File: src/rtl/branch_predictor_pkg.sv
// Shared definitions for the fetch-side gshare branch predictor:
// table sizing defaults, 2-bit counter encodings and init/run FSM states.
package branch_predictor_pkg;

   localparam int IDX_W_DEF   = 6;
   localparam int GHR_LEN_DEF = 6;

   typedef enum logic [1:0] {
      SNT = 2'b00,
      WNT = 2'b01,
      WT  = 2'b10,
      ST  = 2'b11
   } cnt_e;

   typedef enum logic {
      S_INIT = 1'b0,
      S_RUN  = 1'b1
   } state_e;

endpackage

File: src/rtl/branch_predictor_if.sv
// Fetch prediction, execute resolution and status signals of the branch predictor.
// The predictor is the slave; the pipeline (or bench) driving fetch/execute is the master.
interface branch_predictor_if #(
   parameter int PC_WIDTH = 32,
   parameter int XLEN     = 32
);
   logic [PC_WIDTH-1:0] F_PC_i;
   logic                F_predict_taken_o;
   logic [PC_WIDTH-1:0] F_predict_target_o;
   logic                F_btb_hit_o;
   logic                E_update_valid_i;
   logic [PC_WIDTH-1:0] E_PC_i;
   logic                E_predict_i;
   logic                E_train_correct_i;
   logic [PC_WIDTH-1:0] E_target_i;
   logic                P_ready_o;
   logic [XLEN-1:0]     P_branch_cnt_o;
   logic [XLEN-1:0]     P_mispredict_cnt_o;

   modport master (
      output F_PC_i, E_update_valid_i, E_PC_i, E_predict_i, E_train_correct_i, E_target_i,
      input  F_predict_taken_o, F_predict_target_o, F_btb_hit_o,
      input  P_ready_o, P_branch_cnt_o, P_mispredict_cnt_o
   );

   modport slave (
      input  F_PC_i, E_update_valid_i, E_PC_i, E_predict_i, E_train_correct_i, E_target_i,
      output F_predict_taken_o, F_predict_target_o, F_btb_hit_o,
      output P_ready_o, P_branch_cnt_o, P_mispredict_cnt_o
   );
endinterface

File: src/rtl/branch_predictor_sat_counter2.sv
// 2-bit saturating counter step: increments toward ST when inc, else decrements toward SNT.
module sat_counter2
   import branch_predictor_pkg::*;
(
   input  logic [1:0] cnt,
   input  logic       inc,
   output logic [1:0] nxt
);
   always_comb begin
      nxt = cnt;
      if (inc) begin
         if (cnt != ST) nxt = cnt + 2'd1;
      end else begin
         if (cnt != SNT) nxt = cnt - 2'd1;
      end
   end
endmodule

File: src/rtl/branch_predictor.sv
// Gshare direction predictor plus direct-mapped BTB with a one-cycle registered
// update stage; tables are cleared by a sequential init walk after reset.
module branch_predictor
   import branch_predictor_pkg::*;
#(
   parameter int XLEN     = 32,
   parameter int PC_WIDTH = 32,
   parameter int IDX_W    = IDX_W_DEF,
   parameter int GHR_LEN  = GHR_LEN_DEF
) (
   input logic               clk,
   input logic               rst,
   branch_predictor_if.slave bp
);
   localparam int ENTRIES = 2 ** IDX_W;
   localparam int WORD_W  = PC_WIDTH - 2;
   localparam int TAG_W   = PC_WIDTH - IDX_W - 2;

   state_e           state;
   logic [IDX_W-1:0] init_idx;
   logic             ready;
   logic             run;

   logic [1:0]          bht        [ENTRIES];
   logic                btb_valid  [ENTRIES];
   logic [TAG_W-1:0]    btb_tag    [ENTRIES];
   logic [PC_WIDTH-1:0] btb_target [ENTRIES];

   logic [IDX_W-1:0] ghr_ext;

   logic [WORD_W-1:0] e_word_p0;
   logic [IDX_W-1:0]  btb_idx_p0, bht_idx_p0;
   logic [TAG_W-1:0]  tag_p0;
   logic              cap_p0, actual_p0;
   logic [1:0]        base_p0, cnt_nxt_p0;

   logic                vld_p1, actual_p1;
   logic [IDX_W-1:0]    btb_idx_p1, bht_idx_p1;
   logic [TAG_W-1:0]    tag_p1;
   logic [PC_WIDTH-1:0] target_p1;
   logic [1:0]          cnt_p1;

   logic [XLEN-1:0] branch_cnt, mispredict_cnt;

   always_ff @(posedge clk) begin
      if (rst) begin
         state    <= S_INIT;
         init_idx <= '0;
         ready    <= 1'b0;
      end else if (state == S_INIT) begin
         init_idx <= init_idx + IDX_W'(1);
         if (init_idx == IDX_W'(ENTRIES - 1)) begin
            state <= S_RUN;
            ready <= 1'b1;
         end
      end
   end

   assign run          = (state == S_RUN);
   assign bp.P_ready_o = ready;

   generate
      if (GHR_LEN > 0) begin : g_ghr
         logic [GHR_LEN-1:0] ghr;
         always_ff @(posedge clk) begin
            if (rst)         ghr <= '0;
            else if (cap_p0) ghr <= GHR_LEN'({ghr, actual_p0});
         end
         assign ghr_ext = IDX_W'(ghr);
      end else begin : g_bimodal
         assign ghr_ext = '0;
      end
   endgenerate

   // p0: capture resolution; the counter base forwards from a pending write to the same entry
   assign cap_p0     = run && bp.E_update_valid_i;
   assign actual_p0  = ~(bp.E_train_correct_i ^ bp.E_predict_i);
   assign e_word_p0  = WORD_W'(bp.E_PC_i >> 2);
   assign btb_idx_p0 = e_word_p0[IDX_W-1:0];
   assign tag_p0     = e_word_p0[WORD_W-1:IDX_W];
   assign bht_idx_p0 = btb_idx_p0 ^ ghr_ext;
   assign base_p0    = (vld_p1 && bht_idx_p1 == bht_idx_p0) ? cnt_p1 : bht[bht_idx_p0];

   sat_counter2 u_sat (
      .cnt (base_p0),
      .inc (actual_p0),
      .nxt (cnt_nxt_p0)
   );

   // p1: pending write register; a capture in the cycle rst is high never becomes pending
   always_ff @(posedge clk) begin
      if (rst) vld_p1 <= 1'b0;
      else     vld_p1 <= cap_p0;
   end

   always_ff @(posedge clk) begin
      if (cap_p0) begin
         btb_idx_p1 <= btb_idx_p0;
         bht_idx_p1 <= bht_idx_p0;
         tag_p1     <= tag_p0;
         actual_p1  <= actual_p0;
         target_p1  <= bp.E_target_i;
         cnt_p1     <= cnt_nxt_p0;
      end
   end

   always_ff @(posedge clk) begin
      if (state == S_INIT) begin
         bht[init_idx]       <= WNT;
         btb_valid[init_idx] <= 1'b0;
      end else if (vld_p1 && !rst) begin
         bht[bht_idx_p1] <= cnt_p1;
         if (actual_p1) begin
            btb_valid[btb_idx_p1]  <= 1'b1;
            btb_tag[btb_idx_p1]    <= tag_p1;
            btb_target[btb_idx_p1] <= target_p1;
         end
      end
   end

   always_ff @(posedge clk) begin
      if (rst) begin
         branch_cnt     <= '0;
         mispredict_cnt <= '0;
      end else if (cap_p0) begin
         branch_cnt <= branch_cnt + XLEN'(1);
         if (!bp.E_train_correct_i) mispredict_cnt <= mispredict_cnt + XLEN'(1);
      end
   end

   assign bp.P_branch_cnt_o     = branch_cnt;
   assign bp.P_mispredict_cnt_o = mispredict_cnt;

   logic [WORD_W-1:0]   f_word;
   logic [IDX_W-1:0]    f_btb_idx, f_bht_idx;
   logic [TAG_W-1:0]    f_tag, f_tag_q;
   logic [1:0]          f_cnt;
   logic                f_valid, f_hit, f_taken;
   logic [PC_WIDTH-1:0] f_target;

   assign f_word    = WORD_W'(bp.F_PC_i >> 2);
   assign f_btb_idx = f_word[IDX_W-1:0];
   assign f_tag     = f_word[WORD_W-1:IDX_W];
   assign f_bht_idx = f_btb_idx ^ ghr_ext;

   // Fetch sees the pending write as if it had already landed
   always_comb begin
      f_cnt    = bht[f_bht_idx];
      f_valid  = btb_valid[f_btb_idx];
      f_tag_q  = btb_tag[f_btb_idx];
      f_target = btb_target[f_btb_idx];
      if (vld_p1 && bht_idx_p1 == f_bht_idx) f_cnt = cnt_p1;
      if (vld_p1 && actual_p1 && btb_idx_p1 == f_btb_idx) begin
         f_valid  = 1'b1;
         f_tag_q  = tag_p1;
         f_target = target_p1;
      end
   end

   assign f_hit   = run && f_valid && (f_tag_q == f_tag);
   assign f_taken = f_hit && (f_cnt >= WT);

   assign bp.F_btb_hit_o        = f_hit;
   assign bp.F_predict_taken_o  = f_taken;
   assign bp.F_predict_target_o = f_taken ? f_target : bp.F_PC_i + PC_WIDTH'(4);
endmodule

File: src/flat_wrapper.sv
// flat-port wrapper written by rule: the top's interface ports become plain ports
module branch_predictor_flat import branch_predictor_pkg::*;
#(
   parameter int XLEN     = 32,
   parameter int PC_WIDTH = 32,
   parameter int IDX_W    = IDX_W_DEF,
   parameter int GHR_LEN  = GHR_LEN_DEF
)
  (clk, rst, bp_F_PC_i, bp_E_update_valid_i, bp_E_PC_i, bp_E_predict_i, bp_E_train_correct_i, bp_E_target_i, bp_F_predict_taken_o, bp_F_predict_target_o, bp_F_btb_hit_o, bp_P_ready_o, bp_P_branch_cnt_o, bp_P_mispredict_cnt_o);
  branch_predictor_if #(.PC_WIDTH(PC_WIDTH), .XLEN(XLEN)) bp_i ();
  input logic clk;
  input logic rst;
  input wire logic [$bits(bp_i.F_PC_i)-1:0] bp_F_PC_i;
  input wire logic [$bits(bp_i.E_update_valid_i)-1:0] bp_E_update_valid_i;
  input wire logic [$bits(bp_i.E_PC_i)-1:0] bp_E_PC_i;
  input wire logic [$bits(bp_i.E_predict_i)-1:0] bp_E_predict_i;
  input wire logic [$bits(bp_i.E_train_correct_i)-1:0] bp_E_train_correct_i;
  input wire logic [$bits(bp_i.E_target_i)-1:0] bp_E_target_i;
  output wire logic [$bits(bp_i.F_predict_taken_o)-1:0] bp_F_predict_taken_o;
  output wire logic [$bits(bp_i.F_predict_target_o)-1:0] bp_F_predict_target_o;
  output wire logic [$bits(bp_i.F_btb_hit_o)-1:0] bp_F_btb_hit_o;
  output wire logic [$bits(bp_i.P_ready_o)-1:0] bp_P_ready_o;
  output wire logic [$bits(bp_i.P_branch_cnt_o)-1:0] bp_P_branch_cnt_o;
  output wire logic [$bits(bp_i.P_mispredict_cnt_o)-1:0] bp_P_mispredict_cnt_o;
  assign bp_i.F_PC_i = bp_F_PC_i;
  assign bp_i.E_update_valid_i = bp_E_update_valid_i;
  assign bp_i.E_PC_i = bp_E_PC_i;
  assign bp_i.E_predict_i = bp_E_predict_i;
  assign bp_i.E_train_correct_i = bp_E_train_correct_i;
  assign bp_i.E_target_i = bp_E_target_i;
  assign bp_F_predict_taken_o = bp_i.F_predict_taken_o;
  assign bp_F_predict_target_o = bp_i.F_predict_target_o;
  assign bp_F_btb_hit_o = bp_i.F_btb_hit_o;
  assign bp_P_ready_o = bp_i.P_ready_o;
  assign bp_P_branch_cnt_o = bp_i.P_branch_cnt_o;
  assign bp_P_mispredict_cnt_o = bp_i.P_mispredict_cnt_o;
  branch_predictor #(.XLEN(XLEN), .PC_WIDTH(PC_WIDTH), .IDX_W(IDX_W), .GHR_LEN(GHR_LEN)) u_core (.clk(clk), .rst(rst), .bp(bp_i));
endmodule
File: config.mk
export PLATFORM = sky130hd
export DESIGN_NAME = branch_predictor_flat
export DESIGN_NICKNAME = d
export VERILOG_FILES = /design/src/rtl/branch_predictor_pkg.sv /design/src/rtl/branch_predictor_if.sv /design/src/rtl/branch_predictor_sat_counter2.sv /design/src/rtl/branch_predictor.sv /design/src/flat_wrapper.sv
export SDC_FILE = /design/constraint.sdc
export NUM_CORES = 2
export LEC_CHECK = 0
export ABC_AREA = 1
export BUFFER_PORTS_ARGS = -buffer_cell sky130_fd_sc_hd__buf_2
export CAP_MARGIN = 30
export CORE_AREA = 8 8 606 608
export DETAILED_ROUTE_END_ITERATION = 8
export DIE_AREA = 0 0 614 616
export GPL_ROUTABILITY_DRIVEN = 1
export MAX_ROUTING_LAYER = met4
export SYNTH_ARGS = -nofsm -noshare
export SYNTH_HDL_FRONTEND = slang
export SYNTH_SLANG_ARGS = --single-unit
File: constraint.sdc
create_clock -name clk -period 13.83 [get_ports clk]
set_input_delay 1.383 -clock clk [delete_from_list [all_inputs] [get_ports clk]]
set_output_delay 1.383 -clock clk [all_outputs]
set_load 0.02 [all_outputs]
-- Word level (Yosys, flattened, before mapping)
Memory sizes are Yosys's and may differ from the RTL's.
Index checks and enable logic that the tools add are counted.
- latch bits: 0
- ROM bits: 0
- bits of input ports: 101
- bits in registers: 150
- word-level logic and storage cells: 76
- memories: 4
- output and inout port bits: 99
- bits in writable memories: 3776
- memories (name ; words ; width ; read ports ; clocked after Yosys merged registers in ; write ports ; line ; text):
    u_core.btb_target ; 64 ; 32 ; 1 ; 0 ; 1 ; branch_predictor.sv:27 ; logic [PC_WIDTH-1:0] btb_target [ENTRIES];
    u_core.btb_tag ; 64 ; 24 ; 1 ; 0 ; 1 ; branch_predictor.sv:26 ; logic [TAG_W-1:0] btb_tag [ENTRIES];
    u_core.bht ; 64 ; 2 ; 2 ; 0 ; 1 ; branch_predictor.sv:24 ; logic [1:0] bht [ENTRIES];
    u_core.btb_valid ; 64 ; 1 ; 1 ; 0 ; 1 ; branch_predictor.sv:25 ; logic btb_valid [ENTRIES];
- muxes and demuxes: 25
- reduce and logical (&&, ||, !) cells: 15
- add/subtract/negate cells: 6
- shift-type cells: 0
- bitwise logic cells: 6
- equal/unequal tests: 6
- order comparisons: 1
- divide/modulo/power cells: 0
- multiply operators: 0
- operators by type and width (kind ; number):
    $add A32 B1 Y32 const B ; 2
    $mux W32 ; 2
    $add A32 B3 Y32 const B ; 1
    $eq A24 B24 Y1 ; 1
    $mux W24 ; 1
    $eq A6 B6 Y1 ; 3
    $mux W1 ; 14
    $mux W2 ; 6
    $mux W6 ; 2
    $xor A6 B6 Y6 ; 2
    $logic_and A1 B1 Y1 ; 9
    $add A6 B1 Y6 const B ; 1
    $eq A6 B6 Y1 const B ; 1
    $reduce_and A2 Y1 ; 2
    $not A1 Y1 ; 3
    $add A2 B1 Y2 const B ; 1
    $ge A2 B2 Y1 const B ; 1
    $ne A2 B2 Y1 const B ; 1
    $reduce_bool A2 Y1 ; 1
    $reduce_or A2 Y1 ; 1
    $sub A2 B1 Y2 const B ; 1
    $logic_not A1 Y1 ; 1
    $reduce_or A1 Y1 ; 1
    $xor A1 B1 Y1 ; 1

-- Depth between registers and ports, before layout
- depth after elaboration: 7
- depth in mapped cells: 28
- gate-level depth less buffers: 24

-- Cells and area by module
A second synthesis with hierarchy kept.
- cells, all modules: 13209
- area, all modules: 159740.7 um2
- by module, submodules not included (module ; area each (um2) ; cells each ; sequential area each (um2) ; times used):
    branch_predictor ; 159715.7 ; 13203 ; 117102.3 ; 1
    sat_counter2 ; 25.0 ; 6 ; 0.0 ; 1

-- Worst setup path after synthesis
No wires, ideal clock.
- kind: input to register
- start: in rst
- end: mem u_core.btb_tag[10][0] in the netlist's numbering (enable)
- path slack: 6726 ps
- data arrival time: 6634 ps
- library setup time: 470 ps
- data required time: 13360 ps
- buffers on the path: 1
- cell stages on the path: 10
- cell sequence: inv_1 -> nand2_1 -> nor2_1 -> inv_1 -> nor2_1 -> inv_1 -> clkbuf_1 -> nor2_1 -> nand3_1 -> nor2_1
- cells in the longest elaborated chain, start to end: 5
- RTL lines (what ; line ; text):
    start: declaration ; flat_wrapper.sv:12 ; input logic rst;
    $logic_not A1 Y1 ; branch_predictor.sv:111 ; end else if (vld_p1 && !rst) begin
    $logic_and A1 B1 Y1 ; branch_predictor.sv:111 ;
    $mux W1 ; branch_predictor.sv:111 ;
    $mux W1 ; branch_predictor.sv:108 ; if (state == S_INIT) begin
    $mux W1 (not written as such) ; branch_predictor.sv:115 ; btb_tag[btb_idx_p1] <= tag_p1;
    end: declaration ; branch_predictor.sv:26 ;
Every way passes these cells.

-- Worst setup path in the final report
- start: in bp_F_PC_i[5]
- end: out bp_F_predict_target_o[31]
- cells in the longest elaborated chain, start to end: 7
- elaborated cells on any way between the ends: 20
- those cells by class: add/sub: 1; order compare: 1; eq/ne: 3; mux: 5; bitwise: 1; reduce/logical: 5; memory: 4
- RTL lines (what ; line ; text):
    start: declaration ; flat_wrapper.sv:13 ; input wire logic [$bits(bp_i.F_PC_i)-1:0] bp_F_PC_i;
    branches (longest 6 deep; another with $mem_v2 Z64 W24) ; -- ;
    $mux W32 * ; branch_predictor.sv:165 ; assign bp.F_predict_target_o = f_taken ? f_target : bp.F_PC_i + PC_WIDTH'(4);
    end: declaration ; flat_wrapper.sv:20 ; output wire logic [$bits(bp_i.F_predict_target_o)-1:0] bp_F_predict_target_o;
Mark *: on every way between the ends.

==> results.sh <==
export IMPL_slew_headroom=0.260
export IMPL_r2r_start="u_core.run"
export IMPL_clockBufferDepth=4
export IMPL_port_buffers=197
export IMPL_num_vias=109000
export IMPL_clkSinkCount=3926
export IMPL_yosysWarningCount=0
export IMPL_syn_avg_cell_area_sq_um=12.0
export IMPL_hold_depth=1
export IMPL_synth_top_area_cell="edfxtp_1"
export IMPL_grt_overflow=0
export IMPL_setup_viol=0
export IMPL_holdPathEnd="u_core.bp.P_mispredict_cnt_o[31]"
export IMPL_drtIter0Drc=16000
export IMPL_min_period_over_period=0.687
export IMPL_cts_hold_buf=0
export IMPL_ys_ff_latch=3926
export IMPL_fp_dieW_um=614
export IMPL_yosysTopAreaCellShare=0.722
export IMPL_grt_pass1_wl_um=717000
export IMPL_drt_first_pass_iters=6
export IMPL_wl_met3_um=49200
export IMPL_crit_path_end_kind="primary output"
export IMPL_rows=220
export IMPL_power_density_nw_per_um2=138
export IMPL_tightest_slew_ns=1.11
export IMPL_hold_viol_final=0
export IMPL_ios=200
export IMPL_outcome="complete, no violations"
export IMPL_critPathMaxFanout=49
export IMPL_maxCapViolCount=0
export IMPL_multi_input_area_sq_um=37500
export IMPL_rr_endpoint="u_core.btb_tag[47][14]"
export IMPL_dieArea_sq_um=378000
export IMPL_cts_tree="done"
export IMPL_hold_path_class="reg2reg"
export IMPL_dr_max_layer_used="met4"
export IMPL_num_fill_cells=30800
export IMPL_grt_pass1_vias=99400
export IMPL_syn_nets=13400
export IMPL_ys_flop_type="edfxtp_1"
export IMPL_tns_ns=0
export IMPL_cts_setup_buffers=0
export IMPL_crit_required_ns=12.45
export IMPL_cts_buffers=408
export IMPL_routed_wl_um=510000
export IMPL_clk_latency_ns=1.01
export IMPL_cts_clk_slew_worst_paths_ns=0.06
export IMPL_cts_root_buffer_cell="clkbuf_16"
export IMPL_seqCellArea_sq_um=117000
export IMPL_crit_path_start_kind="input port"
export IMPL_fin_area_sq_um=179000
export IMPL_cp_arrival_ns=8.12
export IMPL_finClkSkew_ns=0.0834
export IMPL_fin_crit_ns=9.50
export IMPL_slew_violations=0
export IMPL_yosysMostFrequentCell="edfxtp_1"
export IMPL_path_class="in2out"
export IMPL_dp_hpwl_um=271000
export IMPL_rsz0062_at_grt="no"
export IMPL_synthArstFlopShare=0
export IMPL_synth_edf_count=3847
export IMPL_placed_cells_incl_taps=17800
export IMPL_place_congestion=0.921
export IMPL_reg2reg_depth=12
export IMPL_cts_resized_gates=0
export IMPL_htreeDepth=5
export IMPL_gr_usage_all_layers=0.267
export IMPL_initial_core_util=0.447
export IMPL_synthCells=13300
export IMPL_drtAntennaViolNets=0
export IMPL_met1_length_um=199000
export IMPL_stdcell_count=18600
export IMPL_synthDistinctLibCells=55
export IMPL_holdCritStartpoint="u_core.bp.P_mispredict_cnt_o[31]"
export IMPL_drc=0
export IMPL_placed_cell_area_sq_um=167000
export IMPL_total_power_mw=24.7
export IMPL_drive_gt1_frac=0.0869
export IMPL_leakage_nw=61.1
export IMPL_fp_dieH_um=616
export IMPL_fmax_mhz=105
export IMPL_post_drt_via_cell_ratio=5.85
export IMPL_wl_met2_um=236000
export IMPL_seq_area_frac_synth=0.732
export IMPL_coreArea_sq_um=358000
export IMPL_wl_per_cell_um=27.4
export IMPL_peakVddDrop_v=0.000125
export IMPL_syn_to_final_growth_pct=12.1
export IMPL_synth_common_cells="edfxtp_1 (3,847), nor2_1 (2,314), nand2_1 (2,021)"
export IMPL_antenna_found_initial=40
export IMPL_synth_top_cells_by_area="edfxtp_1 (72%), nor2_1 (5.4%), o21ai_0 (4.9%)"
export IMPL_fin_nets=13600
export IMPL_syn_area_sq_um=160000
export IMPL_reg2reg_slack_ns=7.95
export IMPL_grt_max_degree=210
## worst max-delay path, cell delays in order
cell     delay [ns]
buf_2          0.08
buf_4          0.42
inv_8          0.34
buf_4          0.42
o21ai_0        0.28
nor3_2         0.05
nand2_1        0.10
nor2_4         0.04
buf_4          0.28
inv_4          0.38
buf_4          0.53
nand2_1        0.12
nor2_1         0.40
nand2_1        0.21
nand2_1        0.13
nand2_1        0.06
nand2_1        0.17
nand2_1        0.08
nor2_1         0.17
nand3_1        0.11
nor2_2         0.72
nand2_1        0.71
nand2_1        0.25
nand2_1        0.22
buf_2          0.23
## worst max-delay path by stage
stage	from	end	cells after the start	slack [ns]
floorplan	rst	u_core.btb_tag[10][0]	10	6.73
global placement	bp_F_PC_i[5]	bp_F_predict_target_o[29]	22	4.70
detailed placement	bp_F_PC_i[5]	bp_F_predict_target_o[31]	22	4.69
CTS	bp_F_PC_i[5]	bp_F_predict_target_o[31]	25	4.66
global route	bp_F_PC_i[5]	bp_F_predict_target_o[31]	25	4.23
finish	bp_F_PC_i[5]	bp_F_predict_target_o[31]	25	4.33
## flip-flops by register name (all words and copies together) (netlist names), 6 cells and up
name	flops
u_core.btb_idx_p1	6
u_core.g_ghr.ghr	6
u_core.init_idx	6
u_core.target_p1	32
u_core.btb_tag	1536
u_core.bp.P_branch_cnt_o	32
u_core.bp.P_mispredict_cnt_o	32
u_core.btb_valid	64
u_core.btb_target	2048
u_core.bht_idx_p1	6
u_core.tag_p1	24
u_core.bht	128
## layout make-up
| type | count | area share |
|---|---|---|
| Tap cell | 4773 | 0.0333 |
| Inverter | 532 | 0.0115 |
| Clock inverter | 247 | 0.0115 |
| Antenna cell | 51 | 0.000711 |
| Clock buffer | 498 | 0.0593 |
| Sequential cell | 3926 | 0.653 |
| Multi-Input combinational cell | 8051 | 0.209 |
| Timing Repair Buffer | 535 | 0.0218 |
## metrics by stage
step | worst slack, ns | utilization | hold slack [ns]
2_1_floorplan | 6.73 | - | 0.471
3_3_place_gp | 4.70 | 0.465 | 0.441
3_5_place_dp | 4.69 | 0.466 | 0.444
4_1_cts | 4.66 | 0.501 | 0.454
5_1_grt | 4.23 | 0.502 | 0.482
6_report | 4.33 | 0.502 | 0.456
## logic make-up (layout without fill, tap and decap cells)
logic type,Yosys count,count (layout),synth area share
compound gates,2622,2622,0.0925
xor+xnor,52,52,0.00289
fa+ha+maj,4,4,0.000313
buf+inv,1362,1812,0.0368
flops,3926,3926,0.732
other cells,0,51,0
simple gates,5373,5373,0.135
## per-layer routing
layer | track usage | up-vias
met5 | - | -
met4 | 0.113 | 0
met3 | 0.0420 | 1185
met2 | 0.415 | 5744
met1 | 0.352 | 53800
li1 | - | 48000
## report_power, final
part	leakage [nW]	switching, mW	internal, mW
clock network	6.21	4.63	5.97
logic	19.7	0.916	0.328
registers	35.1	0.00159	12.9
## placed cells by master (no fill, tap or decap), types with 6 or more instances in the layout
master      synthesis  routed
o221ai_1          192     192
clkinv_2            0      70
diode_2             0      51
clkbuf_16           0     411
clkinv_8            0       7
xor2_1             36      36
o211ai_1          152     152
a31oi_1            38      38
inv_6               1      12
a221oi_1            6       6
buf_12              0      20
o21ai_1            74      77
or2_1              21      21
o21ai_0          1565    1562
buf_2             300     192
nor3_1             52      52
dfxtp_1            79      79
o22ai_1           351     351
inv_16              0       6
clkinvlp_4          0       7
nor2_2              7       6
nand2_1          2021    2019
nand3_1           875     875
a21oi_1           223     223
nor2_1           2314    2247
edfxtp_1         3847    3847
nand4_1            26      26
buf_4              48     314
bufinv_16           0      27
clkinv_1            5     120
or2_2               9       9
clkbuf_1          405      85
inv_1             520     516
xnor2_1            15      13
nor4_1             22      22
nor2_4              2      70
Note: power is estimated with default switching activity, not from simulation.
